<file path="config.mk">
export PLATFORM = sky130hd
export DESIGN_NAME = fwd_hazard_unit
export DESIGN_NICKNAME = d
export VERILOG_FILES = /design/src/rtl/fwd_hazard_unit.sv
export SDC_FILE = /design/constraint.sdc
export NUM_CORES = 1
export LEC_CHECK = 0
export ABC_CLOCK_PERIOD_IN_PS = 4600
export BUFFER_PORTS_ARGS = -buffer_cell sky130_fd_sc_hd__buf_2
export CAP_MARGIN = 20
export CORE_MARGIN = 2
export CORE_UTILIZATION = 59
export CTS_BUF_LIST = sky130_fd_sc_hd__clkbuf_16
export DETAILED_ROUTE_END_ITERATION = 7
export PLACE_DENSITY = 0.93
export SETUP_SLACK_MARGIN = 0.3
export SYNTH_ARGS = -nofsm -noshare
export SYNTH_HDL_FRONTEND = slang
export SYNTH_SLANG_ARGS = --single-unit
</file>
<file path="constraint.sdc">
create_clock -name clk -period 4.6 [get_ports clk]
set_clock_uncertainty 0.15 [all_clocks]
set_input_delay 0 -clock clk [delete_from_list [all_inputs] [get_ports clk]]
set_output_delay 0 -clock clk [all_outputs]
set_load 0.005 [all_outputs]
</file>
<file path="src/rtl/fwd_hazard_unit.sv">
// rtl/fwd_hazard_unit.sv - operand forwarding and load-use hazard unit for the MISC-V pipeline
//
// Tracks the destination tags of the instructions in EX, MEM and WB and
// derives, for the instruction currently in EX, where each source operand
// must come from. Also raises the load-use stall for the instruction in ID.
//
// Ports:
//   clk, rst_n       clock, synchronous active-low reset
//   id_valid         an instruction is present in ID
//   id_rs            ID source addresses, source i at [i*REG_AW +: REG_AW]
//   id_rs_used       source i is actually read
//   id_rd            ID destination address
//   id_rd_we         ID instruction writes id_rd
//   id_is_load       ID instruction is a load
//   hold             freeze every stage (memory wait)
//   flush            squash the ID and EX instructions (taken branch)
//   stall            load-use stall: ID holds, a bubble enters EX
//   fwd_sel          per-source select at [2*i +: 2]: 0 MEM, 1 WB, 2 register file
//   fwd_same         0 when MEM and WB both write the same register, else 1
//   stall_count      saturating count of stall cycles
module fwd_hazard_unit #(
    parameter int REG_AW   = 3,
    parameter int NSRC     = 2,
    parameter int ZERO_REG = 1,
    parameter int CNT_W    = 16
) (
    input  logic                     clk,
    input  logic                     rst_n,
    input  logic                     id_valid,
    input  logic [NSRC*REG_AW-1:0]   id_rs,
    input  logic [NSRC-1:0]          id_rs_used,
    input  logic [REG_AW-1:0]        id_rd,
    input  logic                     id_rd_we,
    input  logic                     id_is_load,
    input  logic                     hold,
    input  logic                     flush,
    output logic                     stall,
    output logic [2*NSRC-1:0]        fwd_sel,
    output logic                     fwd_same,
    output logic [CNT_W-1:0]         stall_count
);

    localparam logic [1:0] SEL_MEM = 2'd0;
    localparam logic [1:0] SEL_WB  = 2'd1;
    localparam logic [1:0] SEL_RF  = 2'd2;

    // EX stage
    logic                   ex_valid;
    logic [NSRC*REG_AW-1:0] ex_rs;
    logic [NSRC-1:0]        ex_rs_used;
    logic [REG_AW-1:0]      ex_rd;
    logic                   ex_we;
    logic                   ex_load;
    // MEM stage
    logic                   mem_valid;
    logic [REG_AW-1:0]      mem_rd;
    logic                   mem_we;
    // WB stage
    logic                   wb_valid;
    logic [REG_AW-1:0]      wb_rd;
    logic                   wb_we;

    // Register 0 is hardwired when ZERO_REG is set, so it never names a
    // real dependency.
    function automatic logic reg_match(input logic [REG_AW-1:0] a,
                                       input logic [REG_AW-1:0] b);
        return (a == b) && !((ZERO_REG != 0) && (a == '0));
    endfunction

    logic load_hit;

    always_comb begin
        load_hit = 1'b0;
        for (int i = 0; i < NSRC; i++) begin
            if (id_rs_used[i] && reg_match(id_rs[i*REG_AW +: REG_AW], ex_rd)) begin
                load_hit = 1'b1;
            end
        end
        // A flush kills the ID consumer, so there is nothing to stall for.
        stall = !flush && id_valid && ex_valid && ex_we && ex_load && load_hit;
    end

    // MEM is checked first: it holds the newer result of the two.
    always_comb begin
        fwd_sel = '0;
        for (int i = 0; i < NSRC; i++) begin
            fwd_sel[2*i +: 2] = SEL_RF;
            if (ex_valid && ex_rs_used[i]) begin
                if (mem_valid && mem_we && reg_match(ex_rs[i*REG_AW +: REG_AW], mem_rd)) begin
                    fwd_sel[2*i +: 2] = SEL_MEM;
                end else if (wb_valid && wb_we && reg_match(ex_rs[i*REG_AW +: REG_AW], wb_rd)) begin
                    fwd_sel[2*i +: 2] = SEL_WB;
                end
            end
        end
    end

    // Alias detection is on raw addresses; register 0 is not excluded here.
    assign fwd_same = !(mem_valid && wb_valid && mem_we && wb_we && (mem_rd == wb_rd));

    always_ff @(posedge clk) begin
        if (!rst_n) begin
            ex_valid    <= 1'b0;
            ex_rs       <= '0;
            ex_rs_used  <= '0;
            ex_rd       <= '0;
            ex_we       <= 1'b0;
            ex_load     <= 1'b0;
            mem_valid   <= 1'b0;
            mem_rd      <= '0;
            mem_we      <= 1'b0;
            wb_valid    <= 1'b0;
            wb_rd       <= '0;
            wb_we       <= 1'b0;
            stall_count <= '0;
        end else begin
            if (flush) begin
                wb_valid  <= mem_valid;
                wb_rd     <= mem_rd;
                wb_we     <= mem_we;
                mem_valid <= 1'b0;
                ex_valid  <= 1'b0;
            end else if (!hold) begin
                wb_valid  <= mem_valid;
                wb_rd     <= mem_rd;
                wb_we     <= mem_we;
                mem_valid <= ex_valid;
                mem_rd    <= ex_rd;
                mem_we    <= ex_we;
                if (id_valid && !stall) begin
                    ex_valid   <= 1'b1;
                    ex_rs      <= id_rs;
                    ex_rs_used <= id_rs_used;
                    ex_rd      <= id_rd;
                    ex_we      <= id_rd_we;
                    ex_load    <= id_is_load;
                end else begin
                    ex_valid   <= 1'b0;
                end
            end

            // stall is already forced low under flush, so no extra gating.
            if (stall && !hold && (stall_count != {CNT_W{1'b1}})) begin
                stall_count <= stall_count + CNT_W'(1);
            end
        end
    end

endmodule

</file>
-- Yosys cells after proc, flatten, opt, wreduce, memory -nomap -nowiden
Index checks and enable logic that the tools add are counted.
- add/sub/neg operators: 1
- eq/ne operators: 9
- mux-type cells: 15
- bitwise logic cells: 3
- reductions and logical operators: 43
- operators by type and width (operator ; number):
    1-bit logical AND ; 28
    3-bit == test ; 7
    16-bit by 1-bit adder with 16-bit output (second input constant) ; 1
    16-bit != test (second input constant) ; 1
    3-bit logical NOT ; 4
    2-bit 2-to-1 mux ; 6
    1-bit logical NOT ; 8
    1-bit 2-to-1 mux ; 7
    3-bit 2-to-1 mux ; 2
    1-bit inverter ; 3
    3-bit AND reduction ; 1
    2-bit by 1-bit != test with 1-bit output (second input constant) ; 1
    2-bit AND reduction ; 1
    2-bit OR reduction ; 1
- flip-flop bits (word level): 40
- input bits: 18
- output and inout bits: 22
- logic and storage cells: 84

-- Logic depth before layout (Yosys ltp)
Gate-level depths: netlist (run 1).
- depth after elaboration: 10
- mapped depth: 8

-- Worst setup path after synthesis (run 1)
No wires, ideal clock.
- kind: register to register
- from: reg stall_count[0]
- to: reg stall_count[8]
- setup time: 124 ps
- arrival: 1522 ps
- required time: 4326 ps
- slack: 2804 ps
- cell stages (with the launch flop): 9
- path buffers: 1
- clock period less this slack: 1796 ps
- path through: dfxtp_1 -> ha_1 -> nand2_1 -> nor2_2 -> nand3_2 -> nor2_2 -> buf_4 -> nor3_1 -> mux2i_1
- longest elaborated chain between the ends: 2
- elaborated cells on any way between the ends: 3
- those cells by class: 1 x add/sub; 1 x eq/ne; 1 x reduce/logical
- ends and longest elaborated chain (element ; line ; text):
    start: declaration ; 40 ; output logic [CNT_W-1:0] stall_count
    start signal: assignment ; 144 ; stall_count <= stall_count + CNT_W'(1);
    branches (longest 2 deep; another with 16-bit by 1-bit adder with 16-bit output) ; n/a ;
Parallel ways; which one is timed is not known.
A chain may end at the register's enable or synchronous reset.

-- Worst setup path in the final report (run 1)
- from: reg ex_rd[2]
- to: reg stall_count[11]
- longest elaborated chain between the ends: 8
- elaborated cells on any way between the ends: 11
- those cells by class: 2 x eq/ne; 2 x mux; 7 x reduce/logical
- ends and longest elaborated chain (element ; line ; text):
    start: declaration ; 51 ; logic [REG_AW-1:0] ex_rd;
    start signal: assignment ; 134 ; ex_rd <= id_rd;
    3-bit == test ; 67 ; return (a == b) && !((ZERO_REG != 0) && (a == '0));
    1-bit logical AND ; 67 ;
    1-bit logical AND ; 75 ; if (id_rs_used[i] && reg_match(id_rs[i*REG_AW +: REG_AW], ex_rd)) begin
    1-bit 2-to-1 mux ; 75 ;
    1-bit 2-to-1 mux * ; 75 ;
    1-bit logical AND * ; 80 ; stall = !flush && id_valid && ex_valid && ex_we && ex_load && load_hit;
    1-bit logical AND * (2 in series) ; 143 ; if (stall && !hold && (stall_count != {CNT_W{1'b1}})) begin
Mark *: on every way between the ends. The rest lies on a longest branch, timed or not.

==> impl_metrics.json, run 1 <==
{
  "p_int_mw": 0.634,
  "yosys-top-cells-area": "dfxtp_1 36%, mux2i_1 12%, nand2_1 8.0%",
  "detail_route.first_pass.iterations": 5,
  "p_sw_share_pct": 22.9,
  "ir_drop_mv": 0.242,
  "grtUsageMet3_pct": 7.88,
  "worstPathRequired_ns": 4.65,
  "arrival_ns": 2.63,
  "final_area_um2": 2710,
  "ys_ff_latch": 40,
  "total_power_mw": 0.823,
  "yosys.area.top_type": "dfxtp_1",
  "path_max_fanout": 25,
  "num_rows": 22,
  "power.share.sequential_pct": 43.6,
  "worst_slack_ns": 2.02,
  "dp_cells": 336,
  "initial_core_util_pct": 60.8,
  "cp_cell_sequence": "xor2_1, nor2_1, a32oi_2, nor3_1, mux2i_1",
  "syn_area_um2": 2210,
  "wl_per_cell_um": 18.1,
  "fin_cells": 360,
  "syn_avg_cell_area_um2": 8.41,
  "finalHoldViolations": 0,
  "status": "complete, no violations",
  "muxShareOfSynthArea_pct": 11.8,
  "dpl_cell_area_um2": 2390,
  "cts_tree": "done",
  "syn_nets": 282,
  "tns_ns": 0,
  "synth_fa_ha_area_share_pct": 0.566,
  "critPathBufInv": 0,
  "final.min_clock_period_ns": 2.58,
  "grt_max_degree": 46,
  "synth_top_family_by_area": "simple AND/OR/NAND/NOR gates",
  "post-route-drc-count": 0,
  "mostFrequentLayoutCell": "nand2_1",
  "vias_per_cell": 6.23,
  "crit_family": "compound AO/OA/AOI/OAI gates",
  "cts-root-buf": "clkbuf_16",
  "synth_top_area_share_pct": 36.2,
  "grt_setup_unrepaired": "false",
  "fillCellCount": 253,
  "max_freq_ghz": 0.388,
  "clock_power_share_pct": 48.8,
  "grt_pass1_wl_um": 10500,
  "path_clk_slew_ns": 0.06,
  "dieArea_um2": 4250,
  "core_um2": 3630,
  "place_worst_setup_slack_ns": 2.37,
  "holdCritPathClass": "input pin to register",
  "antenna_found_initial": 1,
  "synth_xor_area_share_pct": 6.34,
  "num_vias": 2244,
  "first_global_vias": 2138,
  "final_max_slew_viol_count": 0,
  "crit_slowest_cell": "a32oi_2",
  "pwr-share-comb_pct": 7.6,
  "met2_usage_pct": 53.3,
  "start_kind": "register",
  "layout.nets": 329,
  "htreeDepth": 2,
  "gp_congestion": 0.825,
  "cp-end-kind": "register",
  "ios": 40,
  "ys_warn_count": 0,
  "switchingPower_mw": 0.189,
  "cts.path.max_buffers": 2,
  "io_buffers": 39,
  "grt_use_total_pct": 32.2,
  "tightest_slew_ns": 1.11,
  "fp.dieW_um": 65.2,
  "p_leak_nw": 1.10,
  "synthCells": 263,
  "final.period_utilization_pct": 56.0,
  "syn2layout_area_growth_pct": 22.4,
  "drtIter0Drc": 210,
  "dp_hpwl_um": 3450,
  "path_class": "register to register",
  "ys_seq_area_share_pct": 36.2,
  "cts_sinks": 40,
  "cts_made_buffers": 5,
  "post_cts_resized": 0,
  "drive_above_1_share_pct": 19.0,
  "yosysUniqueCellTypes": 44,
  "top_usage_layer": "met2",
  "setup_violations": 0,
  "antenna_left": 0,
  "synth-simple-area-share_pct": 28.6,
  "worst_skew_pair.late_latency_ns": 0.29,
  "final_cell_mix": "47 x nand2_1, 40 x dfxtp_1, 39 x buf_2",
  "postCtsSetupBuffers": 0,
  "gr-total-overflow": 0,
  "grt_use_met1_pct": 39.3,
  "max-cap-violations": 0,
  "die_h_um": 65.2,
  "ctsHoldBuffers": 15,
  "synth_compound_area_share_pct": 11.7,
  "p_per_area_nw_per_um2": 304,
  "max_stage_delay_ns": 0.91,
  "finalWirelength_um": 6530,
  "relSlewSlack_pct": 25.9
}
cell families after synthesis:
family	after synthesis
fa+ha+maj	1
compound gates	38
simple gates	121
mux	26
buf+inv	21
xor+xnor	16
flops	40
cell type report:
class	count	area [um^2]	share of cell area (%)
clock inverter	3	42.5	1.57
antenna	1	2.50	0.0925
inverter	7	26.3	0.971
clock buffer	5	125	4.62
timing repair buffer	54	345	12.8
sequential	40	801	29.6
multi-input combinational	202	1300	48.2
tap	48	60.1	2.22
Yosys cell counts (all sizes together):
| library cell | count |
|---|---|
| a21oi | 13 |
| o31ai | 3 |
| o311ai | 2 |
| clkbuf | 9 |
| o21ai | 8 |
| or3 | 1 |
| dfxtp | 40 |
| and3 | 1 |
| o211a | 1 |
| buf | 5 |
| mux2i | 26 |
| clkinv | 1 |
| nor2b | 4 |
| o21bai | 3 |
| o211ai | 1 |
| xor2 | 11 |
| ha | 1 |
| xnor2 | 5 |
| nor4 | 6 |
| nor2 | 20 |
| a22oi | 1 |
| nand2b | 11 |
| nor4b | 1 |
| o41ai | 2 |
| or3b | 1 |
| nand2 | 47 |
| nor3 | 10 |
| o2111a | 2 |
| or4 | 6 |
| o311a | 1 |
| inv | 6 |
| nand4 | 3 |
| a32oi | 1 |
| nand3 | 10 |
routing by layer:
| metal | vias up | share of wire [%] | wire, um |
|---|---|---|---|
| li1 | 1011 | - | - |
| met1 | 1054 | 40 | 2610 |
| met2 | 153 | 48 | 3150 |
| met3 | 26 | 8.5 | 553 |
| met4 | 0 | 3.4 | 219 |
| met5 | - | 0 | 0 |
sequential cells by signal (all words and copies together) (netlist names):
signal       flops
wb_we            1
wb_rd            3
ex_we            1
stall_count     16
mem_we           1
ex_rs_used       2
mem_valid        1
ex_rs            6
ex_valid         1
mem_rd           3
wb_valid         1
ex_rd            3
ex_load          1
worst paths after layout:
path / from / endpoint / slack [ns] / cells after the start
setup / recovery: ex_rd[2] / stall_count[11] / 2.02 / 5
hold / removal: id_valid / ex_valid / 0.16 / 4
setup reg to reg: ex_rd[2] / stall_count[11] / 2.02 / 5
hold reg to reg: stall_count[10] / stall_count[10] / 0.33 / 2
power by group through the flow:
stage | logic, mW | registers, mW | clock network, mW
CTS | 0.0580 | 0.358 | 0.396
finish | 0.0627 | 0.359 | 0.401
floorplan | 0.0333 | 0.363 | 0
global placement | 0.0450 | 0.365 | 0
detailed placement | 0.0468 | 0.366 | 0
global route | 0.0670 | 0.359 | 0.411
metrics by stage:
| step | hold slack (ns) | utilization [%] |
|---|---|---|
| after floorplan | -0.0707 | - |
| after global placement | 0.103 | 65.7 |
| after detailed placement | 0.109 | 65.7 |
| after CTS | 0.0467 | 74.4 |
| after global routing | 0.168 | 74.5 |
| final | 0.162 | 74.5 |
worst reg2reg max path, delay by kind of cell (launching register included):
family / cells / cell delay [ns]
muxes: 1 / 0.25
AOI/OAI and AO/OA: 1 / 0.92
DFF: 1 / 0.46
and+or+nand+nor: 2 / 0.39
xor gates and xnor gates: 1 / 0.33
(Power assumes the default switching activity.)
==> run 2: changes to the inputs <==
--- a/config.mk
+++ b/config.mk
@@ -5,14 +5,14 @@
 export SDC_FILE = /design/constraint.sdc
 export NUM_CORES = 1
 export LEC_CHECK = 0
-export ABC_CLOCK_PERIOD_IN_PS = 4600
+export ABC_CLOCK_PERIOD_IN_PS = 2300
 export BUFFER_PORTS_ARGS = -buffer_cell sky130_fd_sc_hd__buf_2
 export CAP_MARGIN = 20
 export CORE_MARGIN = 2
-export CORE_UTILIZATION = 59
+export CORE_UTILIZATION = 50
 export CTS_BUF_LIST = sky130_fd_sc_hd__clkbuf_16
 export DETAILED_ROUTE_END_ITERATION = 7
-export PLACE_DENSITY = 0.93
+export PLACE_DENSITY = 0.85
 export SETUP_SLACK_MARGIN = 0.3
 export SYNTH_ARGS = -nofsm -noshare
 export SYNTH_HDL_FRONTEND = slang
==> constraint.sdc (replaced) <==
create_clock -name clk -period 2.3 [get_ports clk]
set_clock_uncertainty 0.15 [all_clocks]
set_input_delay 0 -clock clk [delete_from_list [all_inputs] [get_ports clk]]
set_output_delay 0 -clock clk [all_outputs]
set_load 0.005 [all_outputs]
==> run 2 against run 1 <==
Effect of this change:
- flip-flop and latch count is the same
- critical path depth is 4 higher
- global-route usage fell by 8.4 points
- combinational power up 140%
- sequential power increased by 99%
- worst hold slack got worse by 0.17 ns
- the run now ends with hold timing left
- die area rose by 17%
- count of clock-buffer cells in the layout unchanged
- first-iteration DRC count fell by 23%
==> impl_metrics.json, run 2 (synthesis results as in run 1) <==
{
  "dieArea_um2": 4970,
  "antenna_left": 0,
  "ir_drop_mv": 0.389,
  "worstPathRequired_ns": 2.36,
  "grt_setup_unrepaired": "true",
  "fp.dieW_um": 70.5,
  "top_register": "stall_count",
  "met2_usage_pct": 36.4,
  "wl_per_cell_um": 17.1,
  "ios": 40,
  "insertedDiodeCount": 0,
  "cts-root-buf": "clkbuf_16",
  "holdCritPathClass": "input pin to register",
  "antenna_found_initial": 0,
  "violations": "hold timing",
  "max-cap-violations": 0,
  "detail_route.first_pass.iterations": 5,
  "final_cell_mix": "46 x nand2_1, 38 x buf_2, 37 x dfxtp_1",
  "top_usage_layer": "met2",
  "hold_slack_ns": -0.00683,
  "final_max_slew_viol_count": 0,
  "setup_violations": 0,
  "cp-end-kind": "register",
  "grtUsageMet3_pct": 4.62,
  "io_buffers": 39,
  "worst_skew_pair.late_latency_ns": 0.28,
  "utilization_pct": 70.4,
  "final.period_utilization_pct": 89.7,
  "drtIter0Drc": 162,
  "core_um2": 4290,
  "max_stage_delay_ns": 0.55,
  "htreeDepth": 2,
  "p_leak_nw": 1.23,
  "layout.nets": 341,
  "grt_use_met1_pct": 32.8,
  "path_max_fanout": 7,
  "max_freq_ghz": 0.485,
  "finalWirelength_um": 6400,
  "num_rows": 24,
  "vias_per_cell": 5.95,
  "path_class": "input pin to register",
  "cp_cell_sequence": "dlygate4sd3_1, buf_2, inv_1, a21oi_2, o2111a_1, a32oi_4, buf_12, or4_4, a21oi_2",
  "status": "finished with violations",
  "gp_congestion": 0.840,
  "cts_made_buffers": 5,
  "mostFrequentLayoutCell": "nand2_1",
  "tightest_slew_ns": 0.570,
  "final_area_um2": 3020,
  "arrival_ns": 2.12,
  "finalHoldViolations": 1,
  "critPathBufInv": 4,
  "initial_core_util_pct": 51.5,
  "crit_slowest_cell": "dlygate4sd3_1",
  "tns_ns": 0,
  "start_kind": "input pin",
  "dpl_cell_area_um2": 2440,
  "top_regs": "stall_count x16, ex_rs x6",
  "fillCellCount": 280,
  "cts.path.max_buffers": 2,
  "grt_pass1_wl_um": 9490,
  "path_clk_slew_ns": 0.06,
  "cts_tree": "done",
  "post-route-drc-count": 0,
  "path_common_cell": "a21oi_2",
  "first_global_vias": 1932,
  "num_vias": 2232,
  "drive_above_1_share_pct": 29.7,
  "grt_use_total_pct": 23.8,
  "p_per_area_nw_per_um2": 544,
  "total_power_mw": 1.64,
  "largest_reg_flops": 16,
  "die_h_um": 70.5,
  "crit_family": "buffers and inverters",
  "final.min_clock_period_ns": 2.06,
  "dp_hpwl_um": 3440,
  "syn2layout_area_growth_pct": 36.7,
  "gr-total-overflow": 0,
  "cts_sinks": 40,
  "grt_max_degree": 45,
  "relSlewSlack_pct": 61.8
}
## run 2: cell count changes in the layout (fill, tap and decap cells not counted), sizes merged
cell,delta
diode,-1
clkinvlp,-1
dlygate4sd3,-1
buf,+10
clkinv,+1
dlymetal6s4s,+1
clkbuf,+2
## run 2: repair_timing
item / CTS / global route
gates cloned: 0 / 2
hold buffers: 15 / 0
buffers inserted: 1 / 4
setup endpoints to repair: 6 / 26
pin swaps: 1 / 15
gates resized for setup: 3 / 40
endpoints found under the hold margin: 15 / 0
## run 2: path summary, 6_finish.rpt
path	start	slack, ns	depth (start not counted)	to
setup / recovery	id_rs[0]	0.24	9	stall_count[2]
hold / removal	flush	-0.007	3	mem_rd[1]
setup reg to reg	ex_rd[0]	0.26	7	stall_count[2]
hold reg to reg	ex_rs_used[1]	0.35	2	ex_rs_used[1]
## run 2: power breakdown
group          internal, mW  leakage (nW)  switching [mW]
clock                 0.504        0.0789           0.272
combinational        0.0693         0.823          0.0822
sequential            0.702         0.325          0.0145
total                  1.28          1.23           0.369
## run 2: cell type report
type                       count  area, um^2  area share, %
multi-input combinational    202        1450           48.0
sequential                    40         810           26.8
timing repair buffer          66         508           16.8
clock buffer                   5         125           4.14
tap                           52        65.1           2.15
clock inverter                 3        37.5           1.24
inverter                       7        26.3          0.869
## run 2: metal layers
layer | share of wire, % | up-vias
met5 | 0 | -
met4 | 2.5 | 0
met3 | 7.9 | 18
met2 | 48 | 108
met1 | 42 | 1064
li1 | - | 1042
## run 2: worst reg2reg max path: stages (launching register included)
cell and delay [ns]:
dfxtp_4 0.38, nor2_2 0.05, o21bai_1 0.21, o2111a_1 0.29, a32oi_4 0.11, buf_12 0.18
or4_4 0.48, a21oi_2 0.12
## run 2: metrics by stage
| step | worst slack, ns | hold slack, ns | cells |
|---|---|---|---|
| floorplan | 0.504 | -0.0707 | 263 |
| global placement | 0.351 | 0.100 | 345 |
| detailed placement | 0.260 | 0.103 | 345 |
| CTS | 0.300 | 0.00819 | 369 |
| global route | 0.189 | -0.00176 | 375 |
| finish | 0.238 | -0.00683 | 375 |
==> run 3: changes to the inputs <==
--- a/config.mk
+++ b/config.mk
@@ -5,7 +5,6 @@
 export SDC_FILE = /design/constraint.sdc
 export NUM_CORES = 1
 export LEC_CHECK = 0
-export ABC_CLOCK_PERIOD_IN_PS = 2300
 export BUFFER_PORTS_ARGS = -buffer_cell sky130_fd_sc_hd__buf_2
 export CAP_MARGIN = 20
 export CORE_MARGIN = 2
@@ -13,6 +12,7 @@
 export CTS_BUF_LIST = sky130_fd_sc_hd__clkbuf_16
 export DETAILED_ROUTE_END_ITERATION = 7
 export PLACE_DENSITY = 0.85
+export RECOVER_POWER = 50
 export SETUP_SLACK_MARGIN = 0.3
 export SYNTH_ARGS = -nofsm -noshare
 export SYNTH_HDL_FRONTEND = slang
==> run 3 against run 2 <==
Effect of this change:
- global-route usage stayed put
- critical path type unchanged
- cell area shrank 0.50%
- the flow now finishes without violations
- worst hold slack improved by 0.073 ns
- clock power barely moved
- fmax is 0.18% higher
- flip-flop and latch count is the same
- first-iteration DRC count shrank 1.9%
- wire length down 0.50%
- largest power group unchanged
- utilization decreased by 0.35 points
- critical endpoint unchanged
- largest cell class unchanged
==> impl_metrics.json, run 3 (synthesis results as in run 1) <==
{
  "worst_skew_pair.late_latency_ns": 0.28,
  "holdCritPathClass": "input pin to register",
  "detail_route.first_pass.iterations": 5,
  "antenna_found_initial": 0,
  "fillCellCount": 287,
  "antenna_left": 0,
  "p_leak_nw": 1.21,
  "syn2layout_area_growth_pct": 36.0,
  "final_cell_mix": "46 x nand2_1, 37 x dfxtp_1, 33 x buf_2",
  "die_h_um": 70.5,
  "layout.nets": 341,
  "drive_above_1_share_pct": 27.6,
  "multi_input_area_um2": 1450,
  "cts_made_buffers": 5,
  "io_buffers": 39,
  "cts_sinks": 40,
  "grt_use_total_pct": 23.8,
  "largest_reg_flops": 16,
  "met1_length_um": 2700,
  "wl_met3_um": 476,
  "finalWirelength_um": 6360,
  "top_layer": "met4",
  "grt_max_degree": 45,
  "worstPathRequired_ns": 2.36,
  "final_max_slew_viol_count": 0,
  "path_class": "input pin to register",
  "grt_setup_unrepaired": "true",
  "wl_met2_um": 3050,
  "initial_core_util_pct": 51.5,
  "power.share.sequential_pct": 43.6,
  "cts-root-buf": "clkbuf_16",
  "wl_per_cell_um": 17.0,
  "arrival_ns": 2.12,
  "fin_cells": 375,
  "num_vias": 2215,
  "ios": 40,
  "post-route-drc-count": 0,
  "path_clk_slew_ns": 0.06,
  "mostFrequentLayoutCell": "nand2_1",
  "dp_cells": 345,
  "p_int_mw": 1.27,
  "tightest_slew_ns": 0.555,
  "clock_power_share_pct": 47.4,
  "path_max_fanout": 7,
  "start_kind": "input pin",
  "max_freq_ghz": 0.486,
  "dieArea_um2": 4970,
  "setup_violations": 0,
  "grt_pass1_wl_um": 9490,
  "cts_tree": "done",
  "ir_drop_mv": 0.389,
  "insertedDiodeCount": 0,
  "pwr-share-comb_pct": 9.1,
  "total_power_mw": 1.64,
  "p_sw_share_pct": 22.5,
  "final.min_clock_period_ns": 2.06,
  "gr-total-overflow": 0,
  "num_rows": 24,
  "htreeDepth": 2,
  "switchingPower_mw": 0.370,
  "cp-end-kind": "register",
  "regArea_um2": 810,
  "vias_per_cell": 5.91,
  "max-cap-violations": 0,
  "fp.dieW_um": 70.5,
  "p_per_area_nw_per_um2": 546,
  "tns_ns": 0,
  "status": "complete, no violations",
  "top_register": "stall_count",
  "first_global_vias": 1932,
  "top_regs": "stall_count x16, ex_rs x6",
  "relSlewSlack_pct": 62.8,
  "gp_congestion": 0.840,
  "final.period_utilization_pct": 89.5,
  "cts.path.max_buffers": 2,
  "core_um2": 4290,
  "place_worst_setup_slack_ns": 0.260,
  "drtIter0Drc": 159,
  "worst_slack_ns": 0.241,
  "finalHoldViolations": 0,
  "dp_hpwl_um": 3440
}
[run 3: cell type report]
cell class	instances	share of cell area, %
repair buffers	66	16.6
flip-flops and latches	40	26.9
inverters	7	0.874
clock buffers	5	4.16
clock inverters	3	1.25
multi-input cells	202	48.1
well taps	52	2.16
[run 3: critical path, stage by stage]
cell	delay, ns
dlygate4sd3_1	0.55
buf_2	0.14
inv_1	0.08
a21oi_2	0.18
o2111a_1	0.28
a32oi_4	0.11
buf_12	0.18
or4_4	0.47
a21oi_2	0.12
[run 3: worst paths after layout]
kind                        start              end  slack [ns]  cells past startpoint
hold reg to reg   stall_count[10]  stall_count[10]        0.34                      2
hold / removal              flush        mem_rd[1]        0.07                      3
setup reg to reg         ex_rd[0]         ex_rs[4]        0.26                      7
setup / recovery         id_rs[0]   stall_count[2]        0.24                      9
[run 3: repair_timing]
action / 4_1_cts / 5_1_grt
gates cloned: 0 / 2
pin swaps: 1 / 15
gates resized for setup: 3 / 40
hold endpoints to repair: 15 / 0
setup endpoints to repair: 6 / 26
hold buffers: 15 / 0
setup buffers: 1 / 4
[run 3: per-layer routing]
metal  vias to the layer above  GRT usage (%)
met3                        17           4.62
met1                      1061           32.8
li1                       1046              -
met2                        91           36.4
met4                         0           9.83
met5                         -              0
[run 3: power groups by stage]
stage | clock network, mW | registers [mW] | logic [mW]
after floorplan | 0 | 0.727 | 0.0665
final | 0.778 | 0.716 | 0.149
after global placement | 0 | 0.729 | 0.0955
after detailed placement | 0 | 0.730 | 0.0986
after global routing | 0.814 | 0.717 | 0.159
after CTS | 0.776 | 0.716 | 0.123
[run 3: metrics by stage]
| stage | utilization (%) | instance area [um^2] | hold WS, ns |
|---|---|---|---|
| floorplan | - | 2210 | -0.0707 |
| global placement | 56.8 | 2440 | 0.100 |
| detailed placement | 56.8 | 2440 | 0.103 |
| CTS | 64.5 | 2770 | 0.00819 |
| global route | 70.0 | 3010 | 0.0705 |
| finish | 70.0 | 3010 | 0.0662 |
